### src/rtl/clk_en_gen.sv
// Multi-channel clock-enable generator: per-channel programmable strobe and toggle
// outputs in the single system clock domain, with glitch-free divisor updates.
module clk_en_gen #(
   parameter int unsigned                NUM_CH   = 4,
   parameter int unsigned                DIV_W    = 8,
   parameter logic [NUM_CH*DIV_W-1:0]    DIV_INIT = {8'd15, 8'd7, 8'd3, 8'd1},
   localparam int unsigned               CH_W     = (NUM_CH > 1) ? $clog2(NUM_CH) : 1
) (
   input  logic              clk,
   input  logic              rst,
   input  logic              run,
   input  logic              sync,
   input  logic              cfg_we,
   input  logic [CH_W-1:0]   cfg_ch,
   input  logic [DIV_W-1:0]  cfg_div,
   output logic [NUM_CH-1:0] stb,
   output logic [NUM_CH-1:0] tog,
   output logic [NUM_CH-1:0] cfg_pending
);

   logic [DIV_W-1:0]  cnt_q      [NUM_CH];
   logic [DIV_W-1:0]  cnt_d      [NUM_CH];
   logic [DIV_W-1:0]  div_act_q  [NUM_CH];
   logic [DIV_W-1:0]  div_act_d  [NUM_CH];
   logic [DIV_W-1:0]  div_pend_q [NUM_CH];
   logic [DIV_W-1:0]  div_pend_d [NUM_CH];
   logic [NUM_CH-1:0] pend_q;
   logic [NUM_CH-1:0] pend_d;
   logic [NUM_CH-1:0] stb_q;
   logic [NUM_CH-1:0] stb_d;
   logic [NUM_CH-1:0] tog_q;
   logic [NUM_CH-1:0] tog_d;
   logic [NUM_CH-1:0] wr_s;

   // Decode the write strobe; an index beyond the last channel selects nothing.
   always_comb begin
      wr_s = '0;
      for (int i = 0; i < NUM_CH; i++) begin
         if (cfg_we && (cfg_ch == CH_W'(i))) begin
            wr_s[i] = 1'b1;
         end else begin
            wr_s[i] = 1'b0;
         end
      end
   end

   // Per-channel next state: sync beats run, run gates the terminal count.
   always_comb begin
      for (int i = 0; i < NUM_CH; i++) begin
         cnt_d[i]      = cnt_q[i];
         div_act_d[i]  = div_act_q[i];
         div_pend_d[i] = div_pend_q[i];
         pend_d[i]     = pend_q[i];
         stb_d[i]      = 1'b0;
         tog_d[i]      = tog_q[i];

         if (sync) begin
            cnt_d[i] = '0;
            tog_d[i] = 1'b0;
            if (wr_s[i]) begin
               div_act_d[i] = cfg_div;
               pend_d[i]    = 1'b0;
            end else if (pend_q[i]) begin
               div_act_d[i] = div_pend_q[i];
               pend_d[i]    = 1'b0;
            end else begin
               div_act_d[i] = div_act_q[i];
            end
         end else begin
            if (!run) begin
               cnt_d[i] = cnt_q[i];
            end else if (cnt_q[i] == div_act_q[i]) begin
               cnt_d[i] = '0;
               stb_d[i] = 1'b1;
               tog_d[i] = ~tog_q[i];
               if (pend_q[i]) begin
                  div_act_d[i] = div_pend_q[i];
                  pend_d[i]    = 1'b0;
               end else begin
                  div_act_d[i] = div_act_q[i];
               end
            end else begin
               cnt_d[i] = cnt_q[i] + DIV_W'(1'b1);
            end
            // A write landing on the terminal-count edge waits for the next one.
            if (wr_s[i]) begin
               div_pend_d[i] = cfg_div;
               pend_d[i]     = 1'b1;
            end else begin
               div_pend_d[i] = div_pend_q[i];
            end
         end
      end
   end

   // Channel state registers.
   always_ff @(posedge clk or negedge rst) begin
      if (!rst) begin
         for (int i = 0; i < NUM_CH; i++) begin
            cnt_q[i]      <= '0;
            div_act_q[i]  <= DIV_INIT[i*DIV_W +: DIV_W];
            div_pend_q[i] <= '0;
         end
         pend_q <= '0;
         stb_q  <= '0;
         tog_q  <= '0;
      end else begin
         for (int i = 0; i < NUM_CH; i++) begin
            cnt_q[i]      <= cnt_d[i];
            div_act_q[i]  <= div_act_d[i];
            div_pend_q[i] <= div_pend_d[i];
         end
         pend_q <= pend_d;
         stb_q  <= stb_d;
         tog_q  <= tog_d;
      end
   end

   assign stb         = stb_q;
   assign tog         = tog_q;
   assign cfg_pending = pend_q;

endmodule

### config.mk
export PLATFORM = sky130hd
export DESIGN_NAME = clk_en_gen
export DESIGN_NICKNAME = d
export VERILOG_FILES = /design/src/rtl/clk_en_gen.sv
export SDC_FILE = /design/constraint.sdc
export NUM_CORES = 1
export LEC_CHECK = 0
export BUFFER_PORTS_ARGS = -buffer_cell sky130_fd_sc_hd__buf_4
export CORE_MARGIN = 2
export CORE_UTILIZATION = 50
export CTS_CLUSTER_SIZE = 40
export DETAILED_ROUTE_END_ITERATION = 8
export PLACE_DENSITY = 0.67
export SLEW_MARGIN = 40
export SYNTH_ARGS = -nofsm -noshare
export SYNTH_HDL_FRONTEND = slang
export SYNTH_SLANG_ARGS = --single-unit
### constraint.sdc
create_clock -name clk -period 2 [get_ports clk]
set_input_delay 0.6 -clock clk [delete_from_list [all_inputs] [get_ports clk]]
set_output_delay 0.6 -clock clk [all_outputs]
set_load 0.03 [all_outputs]
==> results of run 1 <==
## worst max-delay path: cells and delay by family (launching register included)
kind	cells	cell delay, ns
flops	1	0.46
xor+xnor	1	0.24
compound gates	1	0.34
simple gates	2	0.70
## per-layer routing
metal	GRT usage [%]	up-vias	routed length [um]
met2	39.9	160	7980
met1	30.6	2689	7040
met4	7.87	0	381
met3	5.94	30	924
met5	0	-	0
li1	-	2546	-
## flip-flops by register name (all words and copies together) (netlist names)
name         flops
tog              4
div_pend_q      32
div_act_q       32
cnt_q           32
stb              4
cfg_pending      4
## cell families (layout without fill, tap and decap cells)
kind of cell	Yosys count	after routing	synth area share, %
AOI/OAI and AO/OA	140	140	15.7
xor gates and xnor gates	40	40	5.46
adders and majority gates	4	4	0.748
buffers and inverters	58	81	4.49
DFF	108	108	40.6
muxes	69	69	11.4
and+or+nand+nor	245	245	21.6
## worst max path at each step
| stage | slack, ns | to |
|---|---|---|
| floorplan | 0.21 | div_act_q[30] |
| global placement | 0.07 | cnt_q[31] |
| detailed placement | 0.01 | div_act_q[30] |
| CTS | 0.18 | cnt_q[29] |
| global route | 0.002 | div_act_q[27] |
| finish | 0.16 | div_act_q[22] |
## cell usage in the layout (no fill, tap or decap), types with 3 or more instances in the layout
master	Yosys	routed
xor2_1	4	4
nor3b_1	4	4
o2111ai_1	7	7
o211a_1	8	8
nor4b_1	3	3
o21ai_0	13	13
a211oi_1	24	24
and3_1	4	4
nor2b_1	4	4
o311ai_1	4	4
xnor2_1	34	34
dfrtp_1	98	98
mux2_2	57	57
o211ai_1	4	4
a211o_1	4	4
nor4_1	27	27
a21oi_1	22	22
inv_1	5	5
nand2_1	40	40
or3_1	9	9
mux2i_1	11	11
o22ai_1	15	15
o31ai_1	3	3
ha_1	4	4
buf_12	0	5
nor3_1	12	12
dfstp_2	10	10
nand4_2	6	6
nor2_1	42	42
buf_4	6	53
o221ai_1	25	25
clkbuf_8	0	3
and4_1	9	9
or2_2	9	9
nand2b_1	41	41
clkbuf_16	0	9
nand3_1	9	9
nand4_1	15	15
## final cells by class
class	count	area, um^2
fill	1151	5690
multi-input combinational	498	3670
sequential	108	2720
timing repair buffer	58	498
clock buffer	12	267
tap	176	220
clock inverter	4	52.6
inverter	7	26.3
## power breakdown
part / internal, mW / leakage, nW / switching (mW) / total (mW)
clock: 1.08 / 0.160 / 0.835 / 1.92
combinational: 1.52 / 1.40 / 2.29 / 3.81
sequential: 2.72 / 1.39 / 0.454 / 3.17
## per-stage QoR
| step | std cells | instance area [um^2] | power, mW | utilization (%) | setup WS [ns] |
|---|---|---|---|---|---|
| after floorplan | 664 | 6690 | 5.84 | - | 0.214 |
| after global placement | 847 | 7130 | 6.84 | 54.3 | 0.0721 |
| after detailed placement | 847 | 7130 | 6.96 | 54.3 | 0.0120 |
| after CTS | 863 | 7450 | 8.91 | 56.7 | 0.179 |
| after global routing | 863 | 7450 | 9.44 | 56.7 | 0.00180 |
| final | 863 | 7450 | 8.90 | 56.7 | 0.162 |
==> metrics.yaml, run 1 <==
fin_skew_ns: 0.00772
synth.most_common_cell: "dfrtp_1"
ant_nets: 0
grt_start_max_net_pins: 55
vias_per_cell: 6.29
netlist_instances: 664
drive_above_1_share_pct: 24.6
htree_levels: 3
finalSetupViolCount: 0
worstPathArrival_ns: 2.10
relSlewSlack_pct: 66.2
seq_area_frac_synth_pct: 40.6
cp-end-kind: "register"
cp.required_ns: 2.26
ios: 27
ff2ff_setup_slack_ns: 0.16
power_density_nw_per_um2: 1190
cts_setup_buffers: 0
clk_pin_slew_ns: 0.07
cp_max_fo: 9
finalMaxSlewViolations: 0
first_iter_violations: 419
cts_max_path_buffers: 2
synth-seq-cells: 108
syn_area_per_cell_um2: 10.1
wire_per_inst_um: 18.9
fp.dieW_um: 120
globalRoute.totalOverflow: 0
synth-edff-count: 0
cts_buffers: 9
cts_tree: "done"
port_buffers: 26
min_path_type: "in2async"
yosys.area.top_type: "dfrtp_1"
num_rows: 42
die_y_um: 120
leakagePower_nw: 2.95
critPathLaunch: "cnt_q[18]"
synth_common_cells: "dfrtp_1, mux2_2, nor2_1"
drcViolationCount: 0
finalHoldWorstSlack_ns: 0.191
grt_first_pass_wirelength_mm: 27.2
track_usage_pct: 23.9
drt_wl_total_mm: 16.3
start_util_pct: 50.9
layout.nets: 701
rr_worst_depth: 4
period_share_pct: 91.9
tightest_slew_ns: 0.504
ys_types: 59
cts.root.buffer_cell: "clkbuf_16"
rsz0062_at_grt: "no"
syn-num-nets: 683
max_cap_violations: 0
r2r-start: "cnt_q[18]"
min_period_ns: 1.84
worstPathCellList: "xnor2_1 > and4_1 > nand2_1 > a211oi_1"
slowest_stage: "dfrtp_1"
reg2reg_to: "div_act_q[22]"
status: "completed"
slowest_delay_ns: 0.46
mappedNetlistArea_um2: 6690
criticalPathCategory: "reg2reg"
vias: 5425
yosysTopAreaCellShare_pct: 36.7
cts_resized: 0
n_antenna_cell: 0
fin_setup_tns_ns: 0
ir_drop_v: 0.000749
synth_area_leaders: "dfrtp_1, mux2_2, xnor2_1"
dp_hpwl_mm: 11.0
clock_sinks: 108
place.gp.congestion: 0.845
hold_viol: 0
grt_pass1_vias: 5303
first_pass_iters: 5
cp-start-kind: "register"
ys.flop_type: "dfrtp_1"
async_flop_share_pct: 100
core-area_um2: 13100
area_growth_pct: 11.4
grt_antenna_before_repair: 0
ctsHoldBuffers: 0
die-area_um2: 14300
ys_warn_count: 0
fmax_ghz: 0.544
clk_latency_ns: 0.36
Note: power is estimated with default switching activity, not from simulation.
==> run 2, diff against run 1 <==
- PLACE_DENSITY: 0.67 -> 0.69
- clock period: 2 -> 1.5 ns (I/O delays scaled with it)
==> metrics.yaml, run 2 (synthesis results as in run 1) <==
grt_first_pass_wirelength_mm: 30.4  # was 27.2 mm
criticalPathCategory: "reg2reg"  # unchanged
cp_max_fo: 8  # was 9
fp.dieW_um: 120  # unchanged
vias_per_cell: 6.29  # about the same
final_common_cell: "buf_4"  # was dfrtp_1
first_pass_iters: 4  # was 5
relSlewSlack_pct: 68.7  # was 66.2%
ir_drop_v: 0.00111  # was 0.000749 V
clk_latency_ns: 0.37  # was 0.36 ns
drcViolationCount: 0  # unchanged
total_power_mw: 17.1  # was 8.90 mW
htree_levels: 3  # unchanged
die_y_um: 120  # unchanged
ios: 27  # unchanged
max_cap_violations: 0  # unchanged
seq_area_um2: 2730  # was 2720 um^2
finalSetupViolCount: 61  # was 0
cts_buffers: 9  # unchanged
multi_input_area_um2: 4560  # was 3670 um^2
die-area_um2: 14300  # unchanged
track_usage_pct: 26.5  # was 23.9%
drt_wl_total_mm: 20.5  # was 16.3 mm
drive_above_1_share_pct: 49.1  # was 24.6%
start_util_pct: 50.9  # unchanged
dp.cells: 944  # was 847
globalRoute.totalOverflow: 0  # unchanged
fin_setup_tns_ns: -4.37  # was 0 ns
cp-start-kind: "register"  # unchanged
worst_slack_ns: -0.166  # was 0.162 ns
grt_pass1_vias: 6113  # was 5303
clock_sinks: 108  # unchanged
power_density_nw_per_um2: 1810  # was 1190 nW/um^2
finalHoldWorstSlack_ns: 0.414  # was 0.191 ns
violations: "setup timing"
num_rows: 42  # unchanged
top_regs: "cnt_q (32), div_act_q (32), div_pend_q (32)"  # unchanged
min_period_ns: 1.67  # was 1.84 ns
fillers: 842  # was 1151
cts_max_path_buffers: 2  # unchanged
area_growth_pct: 41.2  # was 11.4%
period_share_pct: 111  # was 91.9%
core-area_um2: 13100  # unchanged
vias: 6210  # was 5425
slowest_delay_ns: 0.57  # was 0.46 ns
slowest_stage: "dfstp_2"  # was dfrtp_1
tightest_slew_ns: 0.466  # was 0.504 ns
n_antenna_cell: 0  # unchanged
post-place-ws_ns: -0.261  # was 0.0120 ns
layoutNonFillerInstCount: 987  # was 863
place.gp.congestion: 0.850  # was 0.845
min_path_type: "in2reg"  # was in2async
hold_viol: 0  # unchanged
worstPathArrival_ns: 1.95  # was 2.10 ns
port_buffers: 26  # unchanged
fin_skew_ns: 0.00940  # was 0.00772 ns
cp.required_ns: 1.78  # was 2.26 ns
dp_hpwl_mm: 12.6  # was 11.0 mm
clk_pin_slew_ns: 0.08  # was 0.07 ns
rsz0062_at_grt: "yes"  # was no
ant_nets: 0  # unchanged
cp-end-kind: "register"  # unchanged
first_iter_violations: 546  # was 419
worstPathCellList: "xnor2_2 > and4_4 > buf_8 > a211oi_1 > nor3_2"  # was xnor2_1 > and4_1 > nand2_1 > a211oi_1
final_cell_mix: "buf_4, dfrtp_1, mux2_2"  # was dfrtp_1, mux2_2, buf_4
grt_start_max_net_pins: 31  # was 55
leakagePower_nw: 3.79  # was 2.95 nW
finalMaxSlewViolations: 0  # unchanged
cts_tree: "done"  # unchanged
status: "finished with violations"  # was completed
cts.root.buffer_cell: "clkbuf_16"  # unchanged
wire_per_inst_um: 20.8  # was 18.9 um
grt_antenna_before_repair: 0  # unchanged
layout.nets: 825  # was 701
fmax_ghz: 0.600  # was 0.544 GHz
## run 2: worst max-delay path: cells and delay by family, from the launching register on
kind                      cells  cell delay (ns)
AOI/OAI and AO/OA             1             0.41
buffers and inverters         1             0.15
DFF                           1             0.57
xor gates and xnor gates      1             0.11
and+or+nand+nor               2             0.34
## run 2: worst paths after layout
check / start / endpoint / slack, ns / depth (start not counted)
worst min-delay path: cfg_div[5] / div_pend_q[29] / 0.41 / 2
worst min register to register: div_pend_q[21] / div_pend_q[21] / 0.50 / 1
max in group asynchronous: rst / div_act_q[13] / 0.40 / 3
min in group asynchronous: rst / cnt_q[16] / 0.54 / 2
worst max-delay path: div_act_q[8] / div_act_q[10] / -0.17 / 5
worst max register to register: div_act_q[8] / div_act_q[10] / -0.17 / 5
## run 2: timing repair
item	4_1_cts	5_1_grt
cloned	0	5
pin swaps	20	77
setup buffers	6	18
resized for setup	49	137
hold endpoints to repair	16	0
endpoints found under the setup margin	61	72
hold buffers	1	0
## run 2: power by group
group / internal [mW] / total (mW) / switching [mW]
Clock: 1.16 / 2.39 / 1.23
Combinational: 5.05 / 10.4 / 5.38
Sequential: 3.62 / 4.24 / 0.611
## run 2: final cells by class
cell class	instances	area share, %
clock inverters	7	0.636
well taps	176	2.33
clock buffers	9	2.38
multi-input cells	498	48.2
flip-flops and latches	108	28.9
repair buffers	182	17.3
inverters	7	0.278
## run 2: per-stage QoR
stage,instance area (um^2),utilization [%]
floorplan,6770,-
global placement,7950,60.5
detailed placement,7950,60.5
CTS,8520,64.9
global route,9450,71.9
finish,9450,71.9
## run 2: per-layer routing
layer	track usage [%]	vias to the layer above	wire [um]
li1	-	2801	-
met1	34.0	3158	8560
met2	43.9	199	10500
met3	5.37	52	908
met4	11.1	0	522
met5	0	-	0
==> run 3, diff against run 2 <==
- ABC_AREA: default -> 1
==> metrics.yaml, run 3 <==
min_period_ns: 1.46  # was 1.67 ns
start_util_pct: 51.1  # was 50.9%
max_cap_violations: 0  # unchanged
grt_pass1_vias: 5106  # was 6113
ys.flop_type: "dfrtp_1"  # unchanged
leakagePower_nw: 3.63  # was 3.79 nW
async_flop_share_pct: 100  # unchanged
cp_max_fo: 8  # unchanged
cp.required_ns: 1.79  # was 1.78 ns
mappedNetlistArea_um2: 6110  # was 6690 um^2
synth-seq-cells: 108  # unchanged
netlist_instances: 870  # was 664
synth_common_cells: "nand2_1, o21ai_0, dfrtp_1"  # was dfrtp_1, mux2_2, nor2_1
cts_buffers: 9  # unchanged
r2r-start: "div_act_q[10]"  # was div_act_q[8]
syn-num-nets: 889  # was 683
finalMaxSlewViolations: 0  # unchanged
die-area_um2: 13100  # was 14300 um^2
drive_above_1_share_pct: 18.0  # was 49.1%
fin_setup_tns_ns: 0  # was -4.37 ns
n_antenna_cell: 0  # unchanged
worstPathArrival_ns: 1.76  # was 1.95 ns
grt_first_pass_wirelength_mm: 25.1  # was 30.4 mm
clk_pin_slew_ns: 0.07  # was 0.08 ns
grt_start_max_net_pins: 47  # was 31
layout.nets: 969  # was 825
drcViolationCount: 0  # unchanged
ir_drop_v: 0.00102  # was 0.00111 V
area_growth_pct: 20.2  # was 41.2%
cp-end-kind: "register"  # unchanged
place.gp.congestion: 0.880  # was 0.850
synth-edff-count: 0  # unchanged
cts.root.buffer_cell: "clkbuf_16"  # unchanged
ant_nets: 0  # unchanged
relSlewSlack_pct: 73.5  # was 68.7%
min_path_type: "in2async"  # was in2reg
ys_warn_count: 0  # unchanged
fin_skew_ns: 0.00552  # was 0.00940 ns
yosys.area.top_type: "dfrtp_1"  # unchanged
globalRoute.totalOverflow: 0  # unchanged
rr_worst_depth: 11  # was 5
fp.dieW_um: 115  # was 120 um
first_pass_iters: 5  # was 4
die_y_um: 115  # was 120 um
num_rows: 40  # was 42
dp_hpwl_mm: 10.8  # was 12.6 mm
core-area_um2: 12000  # was 13100 um^2
ff2ff_setup_slack_ns: 0.04  # was -0.17 ns
finalSetupViolCount: 0  # was 61
clk_latency_ns: 0.35  # was 0.37 ns
syn_area_per_cell_um2: 7.03  # was 10.1 um^2
power_density_nw_per_um2: 1670  # was 1810 nW/um^2
htree_levels: 3  # unchanged
ys_types: 23  # was 59
yosysTopAreaCellShare_pct: 40.1  # was 36.7%
grt_antenna_before_repair: 0  # unchanged
clock_sinks: 108  # unchanged
synth_area_leaders: "dfrtp_1, nand2_1, o21ai_0"  # was dfrtp_1, mux2_2, xnor2_1
criticalPathCategory: "reg2reg"  # unchanged
finalHoldWorstSlack_ns: 0.459  # was 0.414 ns
cp-start-kind: "register"  # unchanged
vias: 5631  # was 6210
final_cell_mix: "nand2_1, o21ai_0, dfrtp_1"  # was buf_4, dfrtp_1, mux2_2
drt_wl_total_mm: 15.4  # was 20.5 mm
reg2reg_to: "div_act_q[14]"  # was div_act_q[10]
port_buffers: 26  # unchanged
cts_max_path_buffers: 2  # unchanged
status: "completed"  # was finished with violations
period_share_pct: 97.7  # was 111%
tightest_slew_ns: 0.397  # was 0.466 ns
rsz0062_at_grt: "yes"  # unchanged
final_common_cell: "nand2_1"  # was buf_4
fmax_ghz: 0.683  # was 0.600 GHz
first_iter_violations: 309  # was 546
hold_viol: 0  # unchanged
top_regs: "cnt_q (32), div_act_q (32), div_pend_q (32)"  # unchanged
synth.most_common_cell: "nand2_1"  # was dfrtp_1
seq_area_frac_synth_pct: 44.4  # was 40.6%
wire_per_inst_um: 13.9  # was 20.8 um
ios: 27  # unchanged
cts_tree: "done"  # unchanged
track_usage_pct: 24.4  # was 26.5%
vias_per_cell: 5.11  # was 6.29
## run 3: critical path, cell delays in order, from the launching register on
cell and delay (ns):
dfstp_2 0.55, inv_2 0.04, nand2_1 0.06, nand2_1 0.07, inv_1 0.06, nand2_1 0.05
nor2_2 0.11, nand2_1 0.09, nand2_1 0.08, buf_6 0.14, nand3_2 0.08, nand2_1 0.07
## run 3: worst max-delay path by stage
stage | depth (start not counted) | startpoint | slack [ns] | end
after floorplan | 7 | cfg_pending[0] | 0.08 | div_act_q[25]
after global placement | 9 | sync | -0.03 | cnt_q[4]
after detailed placement | 9 | sync | -0.05 | cnt_q[4]
after CTS | 10 | div_act_q[10] | 0.00007 | cnt_q[12]
after global routing | 11 | div_act_q[10] | -0.06 | div_act_q[14]
final | 11 | div_act_q[10] | 0.04 | div_act_q[14]
## run 3: layout make-up
type                       count  area, um^2
inverter                      95         357
sequential                   108        2720
tap                          147         184
fill                        1093        4610
clock inverter                 5        52.6
clock buffer                  11         233
timing repair buffer         103         840
multi-input combinational    633        2970
## run 3: through the flow
step / cell area [um^2] / setup slack [ns] / utilization, % / std cells / power (mW)
2_1_floorplan: 6110 / 0.0808 / - / 870 / 7.54
5_1_grt: 7350 / -0.0572 / 61.5 / 1102 / 13.2
3_5_place_dp: 6840 / -0.0472 / 57.2 / 1075 / 9.26
4_1_cts: 7160 / 0.0000667 / 59.9 / 1095 / 11.7
3_3_place_gp: 6840 / -0.0307 / 57.2 / 1075 / 9.18
6_report: 7350 / 0.0350 / 61.5 / 1102 / 12.2
## run 3: power breakdown
| part | switching [mW] | total (mW) | internal, mW |
|---|---|---|---|
| Sequential | 0.603 | 4.32 | 3.72 |
| Clock | 1.10 | 2.39 | 1.29 |
| Combinational | 3.26 | 5.53 | 2.27 |
## run 3: logic make-up after synthesis
group                    share of synthesized area [%]
adder cells (fa/ha/maj)                          0.819
flip-flops                                        44.4
buffers and inverters                             8.86
AO/OA/AOI/OAI                                     9.35
AND/OR/NAND/NOR                                   32.8
XOR/XNOR                                          3.72
## run 3: what timing repair did
| item | 4_1_cts | 5_1_grt |
|---|---|---|
| setup endpoints to repair | 3 | 61 |
| pin swaps | 0 | 8 |
| hold buffers | 1 | 0 |
| resized for setup | 3 | 45 |
| buffers inserted | 3 | 7 |
| endpoints found under the hold margin | 2 | 0 |
## run 3: routing by layer
metal / track usage [%] / share of wire [%] / up-vias
met3: 4.45 / 3.9 / 10
met5: 0 / 0 / -
met2: 39.4 / 47 / 97
li1: - / - / 2907
met4: 4.80 / 0.81 / 0
met1: 34.8 / 49 / 2617
